`src/rtl/mem_copy_dma.sv`:
```
// mem_copy_dma: single-port RAM word copier (READ/WRITE alternating).
// Copies len words from src.. to dst.., ascending, addresses wrap mod 2^ADDR_W.
// Optional feature macro DMA_FILL_EN: adds fill/fill_data inputs; a fill
// request skips READ and writes fill_data to every destination word.
module mem_copy_dma #(
  parameter int ADDR_W = 5,
  parameter int DATA_W = 32
) (
  input  logic              clk,
  input  logic              rst_n,
  input  logic              start,
  input  logic [ADDR_W-1:0] src,
  input  logic [ADDR_W-1:0] dst,
  input  logic [ADDR_W:0]   len,
`ifdef DMA_FILL_EN
  input  logic              fill,
  input  logic [DATA_W-1:0] fill_data,
`endif
  output logic              busy,
  output logic              done,
  output logic [ADDR_W-1:0] Dir,
  output logic              RE,
  output logic              WE,
  output logic [DATA_W-1:0] Datoin,
  input  logic [DATA_W-1:0] Datoout
);

  typedef enum logic [1:0] {IDLE, READ, WRITE, DONE} state_t;

  localparam logic [ADDR_W:0] ONE = 1;

  state_t            state, state_nxt;
  logic [ADDR_W-1:0] src_q, dst_q;
  logic [ADDR_W:0]   len_q;
  logic [ADDR_W:0]   i, i_inc;   // one bit wider than an address: len can be 2^ADDR_W
  logic [DATA_W-1:0] hold;
  logic              fill_q;
  logic [DATA_W-1:0] fill_data_q;
  logic              fill_req;
  logic [DATA_W-1:0] fill_data_req;

`ifdef DMA_FILL_EN
  assign fill_req      = fill;
  assign fill_data_req = fill_data;
`else
  assign fill_req      = 1'b0;
  assign fill_data_req = '0;
`endif

  assign i_inc = i + ONE;

  // State register
  always_ff @(posedge clk or negedge rst_n) begin
    if (!rst_n) state <= IDLE;
    else        state <= state_nxt;
  end

  // Next-state logic; fill transfers loop WRITE->WRITE, copies alternate
  always_comb begin
    state_nxt = state;
    case (state)
      IDLE:  if (start) state_nxt = (len == '0) ? DONE : (fill_req ? WRITE : READ);
      READ:  state_nxt = WRITE;
      WRITE: state_nxt = (i_inc < len_q) ? (fill_q ? WRITE : READ) : DONE;
      DONE:  state_nxt = IDLE;
      default: state_nxt = IDLE;
    endcase
  end

  // Outputs decoded from state only, so reset zeroes them immediately
  always_comb begin
    busy   = 1'b0;
    done   = 1'b0;
    RE     = 1'b0;
    WE     = 1'b0;
    Dir    = '0;
    Datoin = '0;
    case (state)
      READ: begin
        busy = 1'b1;
        RE   = 1'b1;
        Dir  = src_q + i[ADDR_W-1:0];
      end
      WRITE: begin
        busy   = 1'b1;
        WE     = 1'b1;
        Dir    = dst_q + i[ADDR_W-1:0];
        Datoin = fill_q ? fill_data_q : hold;
      end
      DONE: done = 1'b1;
      default: ;
    endcase
  end

  // Datapath: request latch, read holding register, word index
  always_ff @(posedge clk or negedge rst_n) begin
    if (!rst_n) begin
      src_q       <= '0;
      dst_q       <= '0;
      len_q       <= '0;
      i           <= '0;
      hold        <= '0;
      fill_q      <= 1'b0;
      fill_data_q <= '0;
    end else begin
      case (state)
        IDLE: if (start) begin
          src_q       <= src;
          dst_q       <= dst;
          len_q       <= len;
          i           <= '0;
          fill_q      <= fill_req;
          fill_data_q <= fill_data_req;
        end
        READ:  hold <= Datoout;
        WRITE: i    <= i_inc;
        default: ;
      endcase
    end
  end

endmodule

```
`config.mk`:
```
export PLATFORM = sky130hd
export DESIGN_NAME = mem_copy_dma
export DESIGN_NICKNAME = d
export VERILOG_FILES = /design/src/rtl/mem_copy_dma.sv
export SDC_FILE = /design/constraint.sdc
export NUM_CORES = 1
export LEC_CHECK = 0
export CAP_MARGIN = 20
export CORE_MARGIN = 8
export CORE_UTILIZATION = 40
export DETAILED_ROUTE_END_ITERATION = 16
export GPL_TIMING_DRIVEN = 0
export HOLD_SLACK_MARGIN = 0.08
export PLACE_DENSITY = 0.74
export SYNTH_ARGS = -nofsm -noshare
export SYNTH_HDL_FRONTEND = slang
export SYNTH_SLANG_ARGS = --single-unit
```
`constraint.sdc`:
```
create_clock -name clk -period 2.4 [get_ports clk]
set_input_delay 0.48 -clock clk [delete_from_list [all_inputs] [get_ports clk]]
set_output_delay 0.48 -clock clk [all_outputs]
set_load 0.02 [all_outputs]
```
Word level (Yosys, flattened, before mapping)

Index checks and enable logic that the tools add are counted.

Register bits: 56
Input bits: 51
Output and inout bits: 41

$add $sub $neg: 3
$lt $le $gt $ge: 1
Equality and inequality tests: 4
Mux-type cells: 12
Reductions and logical operators: 6

Operators with widths:

| operator                                      | count |
|---|---|
| two-way mux 32 bit                            | 1 |
| one-hot mux 6 bit (2 select lines)            | 1 |
| adder 5 bit                                   | 2 |
| one-hot mux 5 bit (2 select lines)            | 1 |
| one-hot mux 2 bit (4 select lines)            | 1 |
| adder 6 x 1 -> 6 bit, second input constant   | 1 |
| logical NOT 6 bit                             | 1 |
| < comparator 6 bit                            | 1 |
| two-way mux 2 bit                             | 3 |
| two-way mux 6 bit                             | 1 |
| == test 2 bit, second input constant          | 2 |
| two-way mux 1 bit                             | 4 |
| AND reduction 2 bit                           | 2 |
| == test 2 x 1 -> 1 bit, second input constant | 1 |
| logical NOT 2 bit                             | 1 |
| != test 2 bit, second input constant          | 1 |
| nonzero test 2 bit                            | 1 |
| OR reduction 2 bit                            | 1 |

Depth between registers and ports, before layout

Depth in word-level cells: 4
Depth in mapped cells: 11

Worst setup path before layout

Ideal clock, no wire load.

Path type: register to output
Start point: register state[0]
End point: output Dir[2]
Arrival: 2.354 ns
Required time: 1.920 ns
Setup slack: -0.434 ns
Cell stages (with the launch flop): 10
Path buffers: 1
Cells stage by stage: dfrtp_1 > inv_1 > ha_1 > buf_2 > mux2_2 > ha_1 > inv_1 > fa_1 > nor2b_1 > nor3b_1

Longest elaborated chain between the ends: 2
Elaborated cells on any way between the ends: 3
Classes of those cells: 2 x eq/ne; 1 x mux

Ends and longest elaborated chain:

| item                                                           | RTL line | source |
|---|---|---|
| from (decl)                                                    | 32       | `state_t state, state_nxt;` |
| from (signal assigned)                                         | 55       | `else state <= state_nxt;` |
| == test 2 bit / == test 2 x 1 -> 1 bit (equally long branches) | 78       | `case (state)` |
| one-hot mux 5 bit (2 select lines) (*)                         | 78       |  |
| to (decl)                                                      | 21       | `output logic [ADDR_W-1:0] Dir,` |

Every way passes the cells marked *; elsewhere a longest branch is shown, timed or not.

Worst setup path after layout

Start point: register state[0]
End point: output Dir[4]

Same word-level chain as after synthesis.

==> flow_metrics.tcl <==
set metrics [dict create \
    layout-drive-gt1-share 0.3038 \
    relSlewSlack 0.5334 \
    synth_edf_count 0 \
    power_density_nw_per_um2 1303 \
    worst_slack_ns -0.5177 \
    yosys_warnings 0 \
    switching_share 0.3808 \
    hold_violations 0 \
    worst_hold_slack_ns 0.2040 \
    pwr-share-seq 0.310 \
    die-area_um2 10050 \
    synthCells 233 \
    htreeDepth 2 \
    synth.distinct_cells 31 \
    tightest_slew_ns 0.6999 \
    violations "setup timing" \
    p_leak_nw 1.857 \
    via_per_inst 4.802 \
    synth_common_cells "dfrtp_1, mux2_2, and2_1, ha_1, inv_1" \
    fin_cells 435 \
    post-dp-hpwl_um 5491 \
    synth_fp_nets 299 \
    combPwrFrac 0.573 \
    root_buffer "clkbuf_8" \
    rows 30 \
    hp-class "input port to asynchronous set/reset pin" \
    p_switching_mw 2.008 \
    required_ns 1.92 \
    fin_crit_sh 1.216 \
    ys_ff_latch 56 \
    hold_buffers 0 \
    cts_buffers 5 \
    diodes 0 \
    grt_pass1_wl_um 11530 \
    cts_buffer_depth 2 \
    initial_core_util 0.4158 \
    start_kind "flop" \
    drtIter0Drc 61 \
    clock_sinks 56 \
    drt_wl_total_um 7104 \
    finalClockSkew_ns 0.007419 \
    total_power_mw 5.273 \
    postSynth.asyncResetShare 1.000 \
    crit_fanout 5 \
    num_vias 2089 \
    path_clk_slew_ns 0.10 \
    wl_per_cell_um 16.33 \
    rsz0062_at_grt "true" \
    cap_viol_max_count 0 \
    drc 0 \
    post-route-min-period_ns 2.918 \
    fp.dieH_um 100.3 \
    syn_avg_cell_area_um2 12.19 \
    drv_slew 0 \
    overflow 0 \
    cts_tree "built" \
    finalInstanceArea_um2 4046 \
    grtUsageTotal 0.1468 \
    internal_power_mw 3.265 \
    grt_max_degree 30 \
    synth.top_cell.area_share 0.4934 \
    end_kind "primary output" \
    fin_setup_tns_ns -1.437 \
    crit_arrival_ns 2.44 \
    yosysSeqAreaShare 0.4934 \
    run_status "finished, violations left" \
    ant_nets 0 \
    synth_area_leader_cell "dfrtp_1" \
    critical_path_class "flop to primary output" \
    grt_pass1_vias 2258 \
    synth.most_common_cell "dfrtp_1" \
    setup_violations 4 \
    netlist_area_um2 2840 \
    flow.area_growth_from_synthesis_pct 42.47 \
    fmax_ghz 0.3427 \
    clkLatencyLatePin_ns 0.31 \
    p_clk_frac 0.116 \
    io_buffers 91 \
    io_pins 92 \
    irDropWorstVdd_mv 0.5238 \
    dpl-instance-area_um2 3955 \
    coreArea_um2 6832 \
    synth.area.top_cells "dfrtp_1, mux2_2, and2_1" \
    final_nets 404 \
    gp_congestion 0.7183 \
    antenna_found_initial 0 \
    fp.dieW_um 100.3 \
    ys_dominant_reg_cell "dfrtp_1" \
    dr.pass1.iters 4 \
    dp.cells 421 \
]
==> kinds of logic after synthesis <==
group	synth area share
XOR/XNOR	0.01850
AO/OA/AOI/OAI	0.05859
buffers and inverters	0.03128
AND/OR/NAND/NOR	0.1198
flip-flops	0.4934
adder cells (fa/ha/maj)	0.06872
multiplexers	0.2097
==> cell type report <==
type	count	area, um2
Fill cell	605	2785
Multi-Input combinational cell	155	1415
Sequential cell	56	1401
Timing Repair Buffer	99	913.4
Tap cell	96	120.1
Clock buffer	6	72.57
Buffer	10	47.55
Inverter	11	41.29
Clock inverter	2	35.03
==> critical path, stage by stage, from the launching register on <==
cell and delay (ns):
dfrtp_1 0.41, inv_2 0.08, ha_4 0.18, mux2_4 0.33
ha_4 0.16, inv_2 0.05, fa_2 0.19, nor2b_2 0.05
o21a_1 0.17, nor3_1 0.15, and3b_2 0.23, buf_6 0.13
==> power groups by stage <==
stage	logic, mW	registers, mW	clock network (mW)
finish	3.02	1.64	0.614
global route	3.29	1.70	0.671
CTS	3.03	1.64	0.637
detailed placement	3.12	1.67	0
global placement	3.05	1.64	0
floorplan	2.04	1.59	0
==> worst paths after layout <==
check	from	endpoint	slack, ns	cells after the start
worst min register to register	hold[18]	hold[18]	0.51	1
worst max-delay path	state[0]	Dir[4]	-0.52	11
worst min-delay path	rst_n	hold[1]	0.20	1
worst max register to register	i[2]	state[1]	0.25	8
max in group asynchronous	rst_n	dst_q[2]	1.60	2
min in group clk	hold[18]	hold[18]	0.51	1
==> stage by stage <==
step | utilization | setup WS (ns)
6_report | 0.5923 | -0.5177
5_1_grt | 0.5923 | -0.6129
4_1_cts | 0.5921 | -0.5253
3_5_place_dp | 0.5789 | -0.7781
3_3_place_gp | 0.5767 | -0.9652
2_1_floorplan | - | -0.1930
==> flip-flops by register name, indices dropped and copies added (netlist names) <==
signal and count:
i 6, len_q 6, hold 32, src_q 5, dst_q 5, state 2
==> cells in the final DEF, fill, tap and decap left out, drive strengths merged, types with 4 or more instances in the layout <==
master	n
ha	14
nor2b	4
a21oi	4
and2	34
clkbuf	18
mux2	52
clkdlybuf4s50	52
o21ai	7
dfrtp	56
buf	20
dlygate4sd2	14
xnor2	4
inv	11
clkdlybuf4s15	11
nand2	5
==> what timing repair did <==
action	4_1_cts	5_1_grt
endpoints found under the setup margin	37	36
setup buffers	5	2
pin swaps	2	0
endpoints found under the hold margin	0	0
resized for setup	63	30
==> per-layer routing <==
metal | global-route usage | share of wire | up-vias
met5 | 0 | 0 | -
met4 | 0.05465 | 0.018 | 0
met3 | 0.03737 | 0.049 | 8
met2 | 0.2636 | 0.54 | 34
met1 | 0.1623 | 0.40 | 1044
li1 | - | - | 1003
(Power assumes the default switching activity.)
